File: src/rtl/riscv_wb_pkg.sv
`default_nettype none
// +----------------------------------------------------------------------------+
// | Package   : riscv_wb_pkg                                                   |
// | Purpose   : Shared constants for the long-latency writeback merger:        |
// |             memory access type encodings, FP load precision codes,         |
// |             dmem response tag field offsets and arbiter mode selectors.    |
// | Revision  : 1.0 - initial release                                          |
// +----------------------------------------------------------------------------+
package riscv_wb_pkg;

   // Memory access types carried in the dmem response tag
   typedef enum logic [2:0] {
      MT_B  = 3'b000,
      MT_H  = 3'b001,
      MT_W  = 3'b010,
      MT_D  = 3'b011,
      MT_BU = 3'b100,
      MT_HU = 3'b101,
      MT_WU = 3'b110
   } mem_type_e;

   localparam logic PRECISION_S = 1'b0;
   localparam logic PRECISION_D = 1'b1;

   // dmem tag layout: {xf, type[2:0], pos[POS_W-1:0], waddr[4:0]}
   localparam int TAG_WADDR_LSB = 0;
   localparam int TAG_POS_LSB   = 5;

   function automatic int tag_type_lsb(input int pos_w);
      return TAG_POS_LSB + pos_w;
   endfunction

   function automatic int tag_xf_bit(input int pos_w);
      return TAG_POS_LSB + pos_w + 3;
   endfunction

   localparam int ARB_FIXED = 0;
   localparam int ARB_RR    = 1;

endpackage
`default_nettype wire

File: src/rtl/riscv_ll_writeback_unit_if.sv
`default_nettype none
// +----------------------------------------------------------------------------+
// | Interface : riscv_ll_writeback_unit_if                                     |
// | Purpose   : Bundles the dmem response, the per-channel result enqueue      |
// |             ports and the ll / fpu_ld writeback ports of the merger.       |
// |   master : producer/consumer side (drives dmem + channel enqueues)         |
// |   slave  : merger side (drives rdy/deq, ll_*, fpu_ld_*, ovf_err)           |
// | Revision  : 1.0 - initial release                                          |
// +----------------------------------------------------------------------------+
interface riscv_ll_writeback_unit_if #(
   parameter int XLEN   = 64,
   parameter int NUM_CH = 3,
   parameter int POS_W  = $clog2(XLEN / 8)
);
   logic                     dmem_resp_val;
   logic [XLEN-1:0]          dmem_resp_data;
   logic [POS_W+8:0]         dmem_resp_tag;
   logic [NUM_CH-1:0]        ch_enq_val;
   logic [NUM_CH*XLEN-1:0]   ch_enq_bits;
   logic [NUM_CH*5-1:0]      ch_enq_tag;
   logic [NUM_CH-1:0]        ch_enq_rdy;
   logic [NUM_CH-1:0]        ch_deq;
   logic                     ll_wen;
   logic [4:0]               ll_waddr;
   logic [XLEN-1:0]          ll_wdata;
   logic                     fpu_ld_val;
   logic [4:0]               fpu_ld_rd;
   logic [XLEN-1:0]          fpu_ld_data;
   logic                     fpu_ld_precision;
   logic                     ovf_err;

   modport master (
      output dmem_resp_val, dmem_resp_data, dmem_resp_tag,
      output ch_enq_val, ch_enq_bits, ch_enq_tag,
      input  ch_enq_rdy, ch_deq,
      input  ll_wen, ll_waddr, ll_wdata,
      input  fpu_ld_val, fpu_ld_rd, fpu_ld_data, fpu_ld_precision,
      input  ovf_err
   );

   modport slave (
      input  dmem_resp_val, dmem_resp_data, dmem_resp_tag,
      input  ch_enq_val, ch_enq_bits, ch_enq_tag,
      output ch_enq_rdy, ch_deq,
      output ll_wen, ll_waddr, ll_wdata,
      output fpu_ld_val, fpu_ld_rd, fpu_ld_data, fpu_ld_precision,
      output ovf_err
   );
endinterface
`default_nettype wire

File: src/rtl/riscv_ll_wb_fifo.sv
`default_nettype none
// +----------------------------------------------------------------------------+
// | Module    : riscv_ll_wb_fifo                                               |
// | Purpose   : Small result FIFO for one long-latency channel.                |
// | Ports     : clk, reset_n (async, active-low)                               |
// |             enq_val_i/enq_data_i : push request                            |
// |             deq_i                : pop request (ignored when empty)        |
// |             head_o               : oldest entry                            |
// |             empty_o / count_o    : occupancy                               |
// |             drop_o               : push refused (full, no same-cycle pop)  |
// | Revision  : 1.0 - initial release                                          |
// +----------------------------------------------------------------------------+
module riscv_ll_wb_fifo #(
   parameter int WIDTH = 69,
   parameter int DEPTH = 2
) (
   input  wire logic                     clk,
   input  wire logic                     reset_n,
   input  wire logic                     enq_val_i,
   input  wire logic [WIDTH-1:0]         enq_data_i,
   input  wire logic                     deq_i,
   output      logic [WIDTH-1:0]         head_o,
   output      logic                     empty_o,
   output      logic [$clog2(DEPTH):0]   count_o,
   output      logic                     drop_o
);
   localparam int PTR_W = $clog2(DEPTH);
   localparam logic [PTR_W:0] CNT_FULL = (PTR_W + 1)'(DEPTH);

   logic [WIDTH-1:0] mem_q [DEPTH];
   logic [PTR_W-1:0] rd_ptr_q, rd_ptr_d;
   logic [PTR_W-1:0] wr_ptr_q, wr_ptr_d;
   logic [PTR_W:0]   cnt_q, cnt_d;
   logic             full;
   logic             do_enq;
   logic             do_deq;

   assign empty_o = (cnt_q == '0);
   assign full    = (cnt_q == CNT_FULL);
   assign count_o = cnt_q;
   assign head_o  = mem_q[rd_ptr_q];

   always_comb begin
      do_deq   = deq_i & ~empty_o;
      // A pop in the same cycle frees the slot the push needs
      do_enq   = enq_val_i & (~full | do_deq);
      drop_o   = enq_val_i & full & ~do_deq;
      rd_ptr_d = rd_ptr_q + PTR_W'(do_deq);
      wr_ptr_d = wr_ptr_q + PTR_W'(do_enq);
      cnt_d    = cnt_q + (PTR_W + 1)'(do_enq) - (PTR_W + 1)'(do_deq);
   end

   always_ff @(posedge clk or negedge reset_n) begin
      if (!reset_n) begin
         rd_ptr_q <= '0;
         wr_ptr_q <= '0;
         cnt_q    <= '0;
      end else begin
         rd_ptr_q <= rd_ptr_d;
         wr_ptr_q <= wr_ptr_d;
         cnt_q    <= cnt_d;
      end
   end

   // Storage needs no reset: an entry is only read after it was written
   always_ff @(posedge clk) begin
      if (do_enq) begin
         mem_q[wr_ptr_q] <= enq_data_i;
      end
   end

endmodule
`default_nettype wire

File: src/rtl/riscv_ll_writeback_unit.sv
`default_nettype none
// +----------------------------------------------------------------------------+
// | Module    : riscv_ll_writeback_unit                                        |
// | Purpose   : Merges dmem load responses with NUM_CH buffered long-latency   |
// |             unit results onto one registered integer regfile write port;  |
// |             FP-destined loads leave on a separate fpu_ld port.            |
// | Ports     : clk, reset_n (async, active-low)                               |
// |             wb (slave modport of riscv_ll_writeback_unit_if):              |
// |               dmem_resp_*  load response (never stalled)                   |
// |               ch_enq_*     per-channel result enqueue, ch_enq_rdy = ~full  |
// |               ch_deq       one-hot grant pulse                             |
// |               ll_*         registered regfile write port                   |
// |               fpu_ld_*     registered FP load writeback                    |
// |               ovf_err      sticky enqueue-drop flag                        |
// | Config    : LL_WB_BYPASS_EN - grant a channel straight from its enqueue    |
// |             port when its FIFO is empty (one cycle lower latency).         |
// | Revision  : 1.0 - initial release                                          |
// +----------------------------------------------------------------------------+
module riscv_ll_writeback_unit
   import riscv_wb_pkg::*;
#(
   parameter int XLEN     = 64,
   parameter int NUM_CH   = 3,
   parameter int DEPTH    = 2,
   parameter int ARB_MODE = ARB_RR,
   parameter int POS_W    = $clog2(XLEN / 8)
) (
   input wire logic                 clk,
   input wire logic                 reset_n,
   riscv_ll_writeback_unit_if.slave wb
);
   localparam int ENT_W    = XLEN + 5;
   localparam int PTR_W    = (NUM_CH > 1) ? $clog2(NUM_CH) : 1;
   localparam int CNT_W    = $clog2(DEPTH) + 1;
   localparam int TYPE_LSB = tag_type_lsb(POS_W);
   localparam int XF_BIT   = tag_xf_bit(POS_W);

   // ---------------------------------------------------------------- dmem decode
   logic             ld_xf;
   logic [2:0]       ld_type;
   logic [POS_W-1:0] ld_pos;
   logic [4:0]       ld_waddr;
   logic             preempt;
   logic             fp_ld;

   assign ld_xf    = wb.dmem_resp_tag[XF_BIT];
   assign ld_type  = wb.dmem_resp_tag[TYPE_LSB +: 3];
   assign ld_pos   = wb.dmem_resp_tag[TAG_POS_LSB +: POS_W];
   assign ld_waddr = wb.dmem_resp_tag[TAG_WADDR_LSB +: 5];
   assign preempt  = wb.dmem_resp_val & ~ld_xf;
   assign fp_ld    = wb.dmem_resp_val & ld_xf;

   // ------------------------------------------------------------ load formatter
   // pos is a byte offset; aligning it down to the access size and shifting
   // by that many bytes selects the word/half/byte (pos MSB picks the word).
   logic [XLEN-1:0]  ld_data;
   logic [XLEN-1:0]  sh_b, sh_h, sh_w;
   logic [POS_W-1:0] pos_h, pos_w;

   always_comb begin
      pos_h = ld_pos & ~POS_W'(1);
      pos_w = ld_pos & ~POS_W'(3);
      sh_b  = wb.dmem_resp_data >> {ld_pos, 3'b000};
      sh_h  = wb.dmem_resp_data >> {pos_h, 3'b000};
      sh_w  = wb.dmem_resp_data >> {pos_w, 3'b000};
      case (ld_type)
         MT_B:    ld_data = XLEN'($signed(sh_b[7:0]));
         MT_H:    ld_data = XLEN'($signed(sh_h[15:0]));
         MT_W:    ld_data = XLEN'($signed(sh_w[31:0]));
         MT_BU:   ld_data = XLEN'(sh_b[7:0]);
         MT_HU:   ld_data = XLEN'(sh_h[15:0]);
         MT_WU:   ld_data = XLEN'(sh_w[31:0]);
         MT_D:    ld_data = (XLEN == 64) ? wb.dmem_resp_data : '0;
         default: ld_data = '0;
      endcase
   end

   // ----------------------------------------------------------- channel FIFOs
   logic [NUM_CH-1:0] empty;
   logic [NUM_CH-1:0] drop;
   logic [NUM_CH-1:0] fifo_enq;
   logic [NUM_CH-1:0] fifo_deq;
   logic [NUM_CH-1:0] req;
   logic [NUM_CH-1:0] gnt;
   logic [NUM_CH-1:0] byp;
   logic [ENT_W-1:0]  head    [NUM_CH];
   logic [ENT_W-1:0]  enq_ent [NUM_CH];
   logic [CNT_W-1:0]  count   [NUM_CH];

   for (genvar i = 0; i < NUM_CH; i++) begin : g_ch
      assign enq_ent[i]       = {wb.ch_enq_tag[i*5 +: 5], wb.ch_enq_bits[i*XLEN +: XLEN]};
      assign wb.ch_enq_rdy[i] = (count[i] != CNT_W'(DEPTH));

      riscv_ll_wb_fifo #(
         .WIDTH (ENT_W),
         .DEPTH (DEPTH)
      ) u_fifo (
         .clk        (clk),
         .reset_n    (reset_n),
         .enq_val_i  (fifo_enq[i]),
         .enq_data_i (enq_ent[i]),
         .deq_i      (fifo_deq[i]),
         .head_o     (head[i]),
         .empty_o    (empty[i]),
         .count_o    (count[i]),
         .drop_o     (drop[i])
      );
   end

`ifdef LL_WB_BYPASS_EN
   // An empty channel may compete with the entry it is enqueueing right now;
   // when granted that entry skips the FIFO.
   assign req = ~empty | wb.ch_enq_val;
   assign byp = gnt & empty;
`else
   assign req = ~empty;
   assign byp = '0;
`endif

   assign fifo_deq  = gnt & ~empty;
   assign fifo_enq  = wb.ch_enq_val & ~byp;
   assign wb.ch_deq = gnt;

   // ---------------------------------------------------------------- arbiter
   logic [PTR_W-1:0] ptr_q, ptr_d;
   logic [PTR_W-1:0] gnt_idx;
   logic [PTR_W-1:0] cand;
   logic             any_gnt;

   always_comb begin
      gnt     = '0;
      gnt_idx = '0;
      cand    = '0;
      any_gnt = 1'b0;
      if (!preempt) begin
         for (int off = 0; off < NUM_CH; off++) begin
            if (ARB_MODE == ARB_RR) begin
               cand = PTR_W'((int'(ptr_q) + off) % NUM_CH);
            end else begin
               cand = PTR_W'(off);
            end
            if (!any_gnt && req[cand]) begin
               any_gnt   = 1'b1;
               gnt[cand] = 1'b1;
               gnt_idx   = cand;
            end
         end
      end
   end

   logic [ENT_W-1:0] sel;

   always_comb begin
      sel = '0;
      for (int i = 0; i < NUM_CH; i++) begin
         if (gnt[i]) begin
            sel = empty[i] ? enq_ent[i] : head[i];
         end
      end
   end

   // ------------------------------------------------------- output registers
   logic            ll_wen_q,   ll_wen_d;
   logic [4:0]      ll_waddr_q, ll_waddr_d;
   logic [XLEN-1:0] ll_wdata_q, ll_wdata_d;
   logic            fpu_val_q,  fpu_val_d;
   logic [4:0]      fpu_rd_q,   fpu_rd_d;
   logic [XLEN-1:0] fpu_data_q, fpu_data_d;
   logic            fpu_prec_q, fpu_prec_d;
   logic            ovf_q,      ovf_d;

   always_comb begin
      // ll address/data hold their last value when nothing is written
      ll_wen_d   = preempt | any_gnt;
      ll_waddr_d = ll_waddr_q;
      ll_wdata_d = ll_wdata_q;
      if (preempt) begin
         ll_waddr_d = ld_waddr;
         ll_wdata_d = ld_data;
      end else if (any_gnt) begin
         ll_waddr_d = sel[XLEN +: 5];
         ll_wdata_d = sel[XLEN-1:0];
      end

      fpu_val_d  = fp_ld;
      fpu_rd_d   = fpu_rd_q;
      fpu_data_d = fpu_data_q;
      fpu_prec_d = fpu_prec_q;
      if (fp_ld) begin
         fpu_rd_d   = ld_waddr;
         fpu_data_d = ld_data;
         fpu_prec_d = (ld_type == MT_D) ? PRECISION_D : PRECISION_S;
      end

      ovf_d = ovf_q | (|drop);

      ptr_d = ptr_q;
      if ((ARB_MODE == ARB_RR) && any_gnt) begin
         ptr_d = PTR_W'((int'(gnt_idx) + 1) % NUM_CH);
      end
   end

   always_ff @(posedge clk or negedge reset_n) begin
      if (!reset_n) begin
         ll_wen_q   <= 1'b0;
         ll_waddr_q <= '0;
         ll_wdata_q <= '0;
         fpu_val_q  <= 1'b0;
         fpu_rd_q   <= '0;
         fpu_data_q <= '0;
         fpu_prec_q <= 1'b0;
         ovf_q      <= 1'b0;
         ptr_q      <= '0;
      end else begin
         ll_wen_q   <= ll_wen_d;
         ll_waddr_q <= ll_waddr_d;
         ll_wdata_q <= ll_wdata_d;
         fpu_val_q  <= fpu_val_d;
         fpu_rd_q   <= fpu_rd_d;
         fpu_data_q <= fpu_data_d;
         fpu_prec_q <= fpu_prec_d;
         ovf_q      <= ovf_d;
         ptr_q      <= ptr_d;
      end
   end

   assign wb.ll_wen           = ll_wen_q;
   assign wb.ll_waddr         = ll_waddr_q;
   assign wb.ll_wdata         = ll_wdata_q;
   assign wb.fpu_ld_val       = fpu_val_q;
   assign wb.fpu_ld_rd        = fpu_rd_q;
   assign wb.fpu_ld_data      = fpu_data_q;
   assign wb.fpu_ld_precision = fpu_prec_q;
   assign wb.ovf_err          = ovf_q;

endmodule
`default_nettype wire
File: src/flat_wrapper.sv
// flat-port wrapper written by rule: the top's interface ports become plain ports
module riscv_ll_writeback_unit_flat import riscv_wb_pkg::*;
#(
   parameter int XLEN     = 64,
   parameter int NUM_CH   = 3,
   parameter int DEPTH    = 2,
   parameter int ARB_MODE = ARB_RR,
   parameter int POS_W    = $clog2(XLEN / 8)
)
  (clk, reset_n, wb_dmem_resp_val, wb_dmem_resp_data, wb_dmem_resp_tag, wb_ch_enq_val, wb_ch_enq_bits, wb_ch_enq_tag, wb_ch_enq_rdy, wb_ch_deq, wb_ll_wen, wb_ll_waddr, wb_ll_wdata, wb_fpu_ld_val, wb_fpu_ld_rd, wb_fpu_ld_data, wb_fpu_ld_precision, wb_ovf_err);
  riscv_ll_writeback_unit_if #(.XLEN(XLEN), .NUM_CH(NUM_CH), .POS_W(POS_W)) wb_i ();
  input wire logic clk;
  input wire logic reset_n;
  input wire logic [$bits(wb_i.dmem_resp_val)-1:0] wb_dmem_resp_val;
  input wire logic [$bits(wb_i.dmem_resp_data)-1:0] wb_dmem_resp_data;
  input wire logic [$bits(wb_i.dmem_resp_tag)-1:0] wb_dmem_resp_tag;
  input wire logic [$bits(wb_i.ch_enq_val)-1:0] wb_ch_enq_val;
  input wire logic [$bits(wb_i.ch_enq_bits)-1:0] wb_ch_enq_bits;
  input wire logic [$bits(wb_i.ch_enq_tag)-1:0] wb_ch_enq_tag;
  output wire logic [$bits(wb_i.ch_enq_rdy)-1:0] wb_ch_enq_rdy;
  output wire logic [$bits(wb_i.ch_deq)-1:0] wb_ch_deq;
  output wire logic [$bits(wb_i.ll_wen)-1:0] wb_ll_wen;
  output wire logic [$bits(wb_i.ll_waddr)-1:0] wb_ll_waddr;
  output wire logic [$bits(wb_i.ll_wdata)-1:0] wb_ll_wdata;
  output wire logic [$bits(wb_i.fpu_ld_val)-1:0] wb_fpu_ld_val;
  output wire logic [$bits(wb_i.fpu_ld_rd)-1:0] wb_fpu_ld_rd;
  output wire logic [$bits(wb_i.fpu_ld_data)-1:0] wb_fpu_ld_data;
  output wire logic [$bits(wb_i.fpu_ld_precision)-1:0] wb_fpu_ld_precision;
  output wire logic [$bits(wb_i.ovf_err)-1:0] wb_ovf_err;
  assign wb_i.dmem_resp_val = wb_dmem_resp_val;
  assign wb_i.dmem_resp_data = wb_dmem_resp_data;
  assign wb_i.dmem_resp_tag = wb_dmem_resp_tag;
  assign wb_i.ch_enq_val = wb_ch_enq_val;
  assign wb_i.ch_enq_bits = wb_ch_enq_bits;
  assign wb_i.ch_enq_tag = wb_ch_enq_tag;
  assign wb_ch_enq_rdy = wb_i.ch_enq_rdy;
  assign wb_ch_deq = wb_i.ch_deq;
  assign wb_ll_wen = wb_i.ll_wen;
  assign wb_ll_waddr = wb_i.ll_waddr;
  assign wb_ll_wdata = wb_i.ll_wdata;
  assign wb_fpu_ld_val = wb_i.fpu_ld_val;
  assign wb_fpu_ld_rd = wb_i.fpu_ld_rd;
  assign wb_fpu_ld_data = wb_i.fpu_ld_data;
  assign wb_fpu_ld_precision = wb_i.fpu_ld_precision;
  assign wb_ovf_err = wb_i.ovf_err;
  riscv_ll_writeback_unit #(.XLEN(XLEN), .NUM_CH(NUM_CH), .DEPTH(DEPTH), .ARB_MODE(ARB_MODE), .POS_W(POS_W)) u_core (.clk(clk), .reset_n(reset_n), .wb(wb_i));
endmodule
File: config.mk
export PLATFORM = sky130hd
export DESIGN_NAME = riscv_ll_writeback_unit_flat
export DESIGN_NICKNAME = d
export VERILOG_FILES = /design/src/rtl/riscv_wb_pkg.sv /design/src/rtl/riscv_ll_writeback_unit_if.sv /design/src/rtl/riscv_ll_wb_fifo.sv /design/src/rtl/riscv_ll_writeback_unit.sv /design/src/flat_wrapper.sv
export SDC_FILE = /design/constraint.sdc
export NUM_CORES = 1
export LEC_CHECK = 0
export ABC_CLOCK_PERIOD_IN_PS = 7520
export CAP_MARGIN = 30
export CORE_ASPECT_RATIO = 1.2
export CORE_MARGIN = 10
export CORE_UTILIZATION = 30
export DETAILED_ROUTE_END_ITERATION = 16
export PLACE_DENSITY = 0.46
export SETUP_SLACK_MARGIN = 0.15
export SYNTH_ARGS = -nofsm -noshare
export SYNTH_HDL_FRONTEND = slang
export SYNTH_SLANG_ARGS = --single-unit
File: constraint.sdc
create_clock -name clk -period 7.52 [get_ports clk]
set_clock_uncertainty 0.1 [all_clocks]
set_input_delay 1.504 -clock clk [delete_from_list [all_inputs] [get_ports clk]]
set_output_delay 1.504 -clock clk [all_outputs]
set_load 0.02 [all_outputs]
After elaboration in Yosys (flattened, before gate mapping)
Memories as Yosys holds them, arrays and structs flattened.
Cells that the tools add are included.
- bits in registers: 156
- RAM bits: 414
- input bits: 289
- memories kept: 3
- $add $sub $neg: 15
- divide/modulo/power cells: 4
- order comparisons: 6
- equal/unequal tests: 12
- shift operators: 3
- muxes and demuxes: 49
- bitwise gates (word level): 33
- reduce and logical (&&, ||, !) cells: 13
- memories (memory ; depth ; width ; rd ports ; clocked after Yosys merged registers in ; write ports ; line ; RTL):
    u_core.g_ch[0].u_fifo.mem_q ; 2 ; 69 ; 1 ; 0 ; 1 ; riscv_ll_wb_fifo.sv:30 ; logic [WIDTH-1:0] mem_q [DEPTH];
    u_core.g_ch[1].u_fifo.mem_q ; 2 ; 69 ; 1 ; 0 ; 1 ; riscv_ll_wb_fifo.sv:30 ;
    u_core.g_ch[2].u_fifo.mem_q ; 2 ; 69 ; 1 ; 0 ; 1 ; riscv_ll_wb_fifo.sv:30 ;
- operators by type and width (kind ; number):
    $pmux W64 S7 ; 1
    $mux W69 ; 6
    $mux W64 ; 2
    $mod A32 B3 Y32 const B ; 3
    $shr A64 B6 Y16 ; 1
    $shr A64 B6 Y32 ; 1
    $shr A64 B6 Y8 ; 1
    $mod A3 B3 Y32 const B ; 1
    $mux W1 ; 19
    $mux W3 ; 6
    $and A1 B1 Y1 ; 14
    $mux W2 ; 7
    $mux W5 ; 2
    $not A1 Y1 ; 10
    $eq A3 B3 Y1 const B ; 3
    $lt A2 B3 Y1 const B ; 3
    $add A1 B1 Y1 ; 6
    $add A2 B1 Y2 ; 3
    $add A2 B1 Y3 const B ; 2
    $bmux W1 S2 ; 3
    $demux W1 S2 ; 3
    $eq A2 B2 Y1 const B ; 3
    $eq A3 B2 Y1 const B ; 2
    $ge A2 B1 Y1 const B ; 3
    other kinds (14) ; 30

Logic depth before layout (Yosys ltp)
- depth after elaboration: 21
- depth in mapped cells: 15
- depth with buffers taken out: 14

By module
From an unflattened synthesis, not the netlist that was laid out.
- cells, all modules: 1943
- area total of the unflattened synthesis: 28190.8 sq um
- modules (own cells, without submodules) (module ; instances ; cells each ; area each (sq um) ; sequential area each (sq um)):
    riscv_ll_wb_fifo ; 3 ; 235 ; 5557.8 ; 4244.1
    riscv_ll_writeback_unit ; 1 ; 1238 ; 11517.3 ; 3603.5

Least setup slack after synthesis
OpenSTA, ideal clock, no wires.
- kind: in2reg
- from: input wb_dmem_resp_tag[11]
- to: memory u_core.g_ch[0].u_fifo.mem_q[1][0], enable pin
- data arrival time: 4038 ps
- data required time: 6985 ps
- setup slack: 2947 ps
- stages on the path: 7
- cells stage by stage: nand2b_1 o21a_1 nand2b_1 inv_1 o21ai_0 inv_1 ha_1
- word-level cells in the longest chain between the ends: 9
- ends and longest elaborated chain (item ; line ; RTL):
    start: declaration ; flat_wrapper.sv:16 ; input wire logic [$bits(wb_i.dmem_resp_tag)-1:0] wb_dmem_resp_tag;
    $not A1 Y1 ; riscv_ll_writeback_unit.sv:50 ; assign preempt = wb.dmem_resp_val & ~ld_xf;
    $and A1 B1 Y1 ; riscv_ll_writeback_unit.sv:50 ;
    $mux W3 ; riscv_ll_writeback_unit.sv:135 ; if (!preempt) begin
    net wb_ch_deq[0] ; flat_wrapper.sv:21 ; output wire logic [$bits(wb_i.ch_deq)-1:0] wb_ch_deq;
    $and A3 B3 Y3 ; riscv_ll_writeback_unit.sv:120 ; assign fifo_deq = gnt & ~empty;
    $and A1 B1 Y1 ; riscv_ll_wb_fifo.sv:44 ; do_deq = deq_i & ~empty_o;
    $or A1 B1 Y1 ; riscv_ll_wb_fifo.sv:46 ; do_enq = enq_val_i & (~full | do_deq);
    $and A1 B1 Y1 ; riscv_ll_wb_fifo.sv:46 ;
    $mux W1 ; riscv_ll_wb_fifo.sv:67 ; if (do_enq) begin
    $mux W1 (not written as such) ; riscv_ll_wb_fifo.sv:68 ; mem_q[wr_ptr_q] <= enq_data_i;
    end: declaration ; riscv_ll_wb_fifo.sv:30 ;
The timed path passes the listed nets, and every way through them passes these cells.

Worst setup path in the final report
- from: input wb_dmem_resp_tag[11]
- to: output wb_ch_deq[0]
- word-level cells in the longest chain between the ends: 3
- ends and longest elaborated chain (item ; line):
    $not A1 Y1 ; riscv_ll_writeback_unit.sv:50
    $and A1 B1 Y1 ; riscv_ll_writeback_unit.sv:50
    $mux W3 ; riscv_ll_writeback_unit.sv:135
    end: declaration ; flat_wrapper.sv:21
Every way passes these cells.

==> impl_metrics.py <==
metrics = {
    "floorplan": {
        "rows": 118,
        "die_area_sq_um": 99600,
        "core-area_sq_um": 86500,
        "ios": 437,
        "die_w_um": 290,
        "initial_core_util": 0.303,
        "fp.dieH_um": 344,
    },
    "global_route": {
        "grt_first_pass_wirelength_um": 149000,
        "antenna_found_initial": 12,
        "overflow": 0,
        "grt_max_degree": 93,
        "grt_usage": 0.204,
        "grt_pass1_vias": 19959,
    },
    "sta": {
        "grt_setup_unrepaired": "no",
        "worst_pin_slew_ps": 1010,
        "drv_slew": 0,
        "tns_ps": 0,
        "maxSlewHeadroom": 0.329,
        "finalHoldViolCount": 0,
        "setup_slack_ps": 2010,
        "fin_crit_sh": 0.733,
        "min_period_ps": 5510,
        "fmax_mhz": 182,
        "setup_viol": 0,
    },
    "critical_path": {
        "cpMaxStageDelayCell": "clkdlybuf4s50_1",
        "max_stage_delay_ps": 680,
        "worstPathMaxFanout": 10,
        "worstSetupEndpointType": "output port",
        "crit_type": "in2out",
        "path_buf_inv": 3,
        "r2r-start": "u_core.g_ch[1].u_fifo.count_o[1]",
        "worstSetupStartpointType": "primary input",
        "reg2reg_slack_ps": 2860,
        "crit_family": "buffers and inverters",
        "crit_top_cell": "clkdlybuf4s50_1",
        "critPathLaunch": "wb_dmem_resp_tag[11]",
        "crit_chain": "clkdlybuf4s50_1 -> nand2b_2 -> o21a_1 -> nand2b_1 -> inv_1 -> clkdlybuf4s50_1",
        "critPathArrivalTime_ps": 3900,
        "worstPathRequired_ps": 5920,
    },
    "flow_run": {
        "drv_cap": 0,
    },
    "logic_synthesis": {
        "synth_area_per_cell_sq_um": 11.9,
        "synth_cells": 2204,
        "netlist_top_cells_area": "edfxtp_1 (47%), dfrtp_1 (15%), mux2i_1 (8.7%), nand2_1 (5.0%), o21ai_0 (4.9%)",
        "synth_fp_nets": 2510,
        "synth.yosys.seq_area_share": 0.623,
        "yosys.area.top_type_share": 0.474,
        "yosysTopAreaCell": "edfxtp_1",
        "synth_warnings": 0,
        "ys_ff_latch": 570,
        "synth_common_cells": "edfxtp_1 (414), nand2_1 (351), o21ai_0 (258)",
        "yosysUniqueCellTypes": 52,
        "synth_enable_flop_cells": 414,
        "syn_area_sq_um": 26200,
        "ys.flop_type": "edfxtp_1",
        "yosysMostFrequentCell": "edfxtp_1",
        "ys_async_sr_fraction": 0.274,
    },
    "clock_tree": {
        "path_clk_slew_ps": 60,
        "cts.sink_count": 570,
        "cts_resized": 0,
        "htreeDepth": 3,
        "clkLatencyLatePin_ps": 610,
        "cts_hold_buf": 0,
        "tritoncts": "done",
        "clock_path_buffers": 3,
        "cts_root_buffer": "clkbuf_16",
        "cts_made_buffers": 66,
        "post_cts_buffers": 0,
    },
    "routing": {
        "avgViaCountPerCell": 5.17,
        "postRouteAntennaNets": 0,
        "wl_per_cell_um": 28.0,
        "vias": 19526,
        "drtIter0Drc": 1423,
        "routed_wl_um": 106000,
        "dr.pass1.iters": 5,
        "drc": 0,
    },
    "placed_design": {
        "hpwl_um": 74900,
        "port_buffers": 436,
        "place_ws_ps": 2030,
        "placed_cell_area_sq_um": 31800,
        "place_congestion": 0.918,
    },
    "cells_and_area": {
        "final_core_util": 0.393,
        "nets": 2882,
        "final.fill_count": 8435,
        "final_layout_size_suffix_gt1_frac": 0.0810,
        "design_area_sq_um": 34000,
        "syn2layout_area_growth_pct": 29.7,
    },
    "power": {
        "leakage_nw": 12.4,
        "power.density_nw_per_um2": 421,
        "clkPwrFrac": 0.231,
        "swShare": 0.407,
        "seqPwrFrac": 0.339,
        "power.share.combinational": 0.429,
        "intPower_mw": 8.49,
        "ir_worst_vdd_mv": 0.241,
        "p_switching_mw": 5.83,
    },
    "outcome": {
        "status": "complete, no violations",
    },
    "min_path": {
        "min_from": "u_core.wb.fpu_ld_data[52]",
        "worst_hold_path_type": "reg2reg",
    },
}
-- stage by stage --
stage	cells	hold WS, ps	total power [mW]
5_1_grt	3774	396	15.1
4_1_cts	3768	383	14.6
3_5_place_dp	3647	370	11.2
6_report	3775	378	14.3
2_1_floorplan	2204	373	8.43
3_3_place_gp	3646	363	11.1
-- layer usage --
metal	global-route usage	vias up	part of all wire
li1	-	8945	-
met1	0.243	9743	0.40
met4	0.0748	6	0.031
met5	0	-	0.00043
met3	0.0424	151	0.060
met2	0.358	681	0.51
-- registers in the layout, indices dropped and copies added (netlist names) --
name,count
u_core.wb.ll_wen,1
u_core.g_ch.u_fifo.mem_q,414
u_core.wb.fpu_ld_val,1
u_core.g_ch.u_fifo.wr_ptr_q,3
u_core.g_ch.u_fifo.rd_ptr_q,3
u_core.wb.fpu_ld_data,64
u_core.wb.ll_wdata,64
u_core.wb.ll_waddr,5
u_core.wb.ovf_err,1
u_core.g_ch.u_fifo.count_o,6
u_core.ptr_q,2
u_core.wb.fpu_ld_rd,5
u_core.wb.fpu_ld_precision,1
-- worst register-to-register path, stage by stage, from the launching register on --
cell and delay, ps:
dfrtp_1 430, nor2_4 570, buf_4 540, a211oi_2 200, nor2_1 180, o21a_1 150
nand2b_1 160, inv_1 270, o21ai_0 200, inv_1 180, ha_4 710, buf_4 580
-- layout by cell type (no fill, tap or decap), drive strengths merged, types with 7 or more instances in the layout --
master and n:
o21ai 259, nor2b 11, buf 35, mux4 15, a31oi 41, nand2 351
clkbuf 90, inv 23, nor3 32, clkinv 25, ha 17, o21a 34
a21oi 194, dfrtp 156, mux2 14, edfxtp 414, mux2i 227, or3 7
nor2 89, clkdlybuf4s50 435, a221oi 76, nand2b 7, a211oi 10
-- final cells by class --
type                    instances  area [sq um]  share of cell area
multi-input cells            1443          9280               0.273
flip-flops and latches        570         16300               0.481
clock inverters                33           319             0.00938
clock buffers                  88          1880              0.0553
well taps                    1140          1430              0.0419
diodes                          6          15.0            0.000442
repair buffers                472          4650               0.137
inverters                      23          86.3             0.00254
-- power groups by stage --
stage / sequential [mW] / combinational [mW] / clock (mW)
floorplan: 4.95 / 3.48 / 0
global placement: 4.89 / 6.24 / 0
detailed placement: 4.93 / 6.29 / 0
CTS: 4.87 / 6.31 / 3.39
global route: 4.94 / 6.66 / 3.52
finish: 4.86 / 6.15 / 3.31
-- worst paths after layout --
path                                                endpoint  cells after the start
setup / recovery                                wb_ch_deq[0]                      6
hold / removal                     u_core.wb.fpu_ld_data[52]                      2
setup reg to reg           u_core.g_ch[0].u_fifo.mem_q[1][7]                     11
hold reg to reg                    u_core.wb.fpu_ld_data[52]                      2
max in group asynchronous     u_core.g_ch[2].u_fifo.rd_ptr_q                      2
min in group asynchronous              u_core.wb.ll_wdata[5]                      1
-- kinds of logic (layout without fill, tap and decap cells) --
logic type	after synthesis	count (layout)	share of synthesized area
compound gates	648	648	0.151
flops	570	570	0.623
simple gates	513	513	0.0799
mux	256	256	0.106
buf+inv	191	616	0.0286
fa+ha+maj	17	17	0.00812
xor+xnor	9	9	0.00301
other cells	0	6	0
Power figures use the tool's default switching activity.
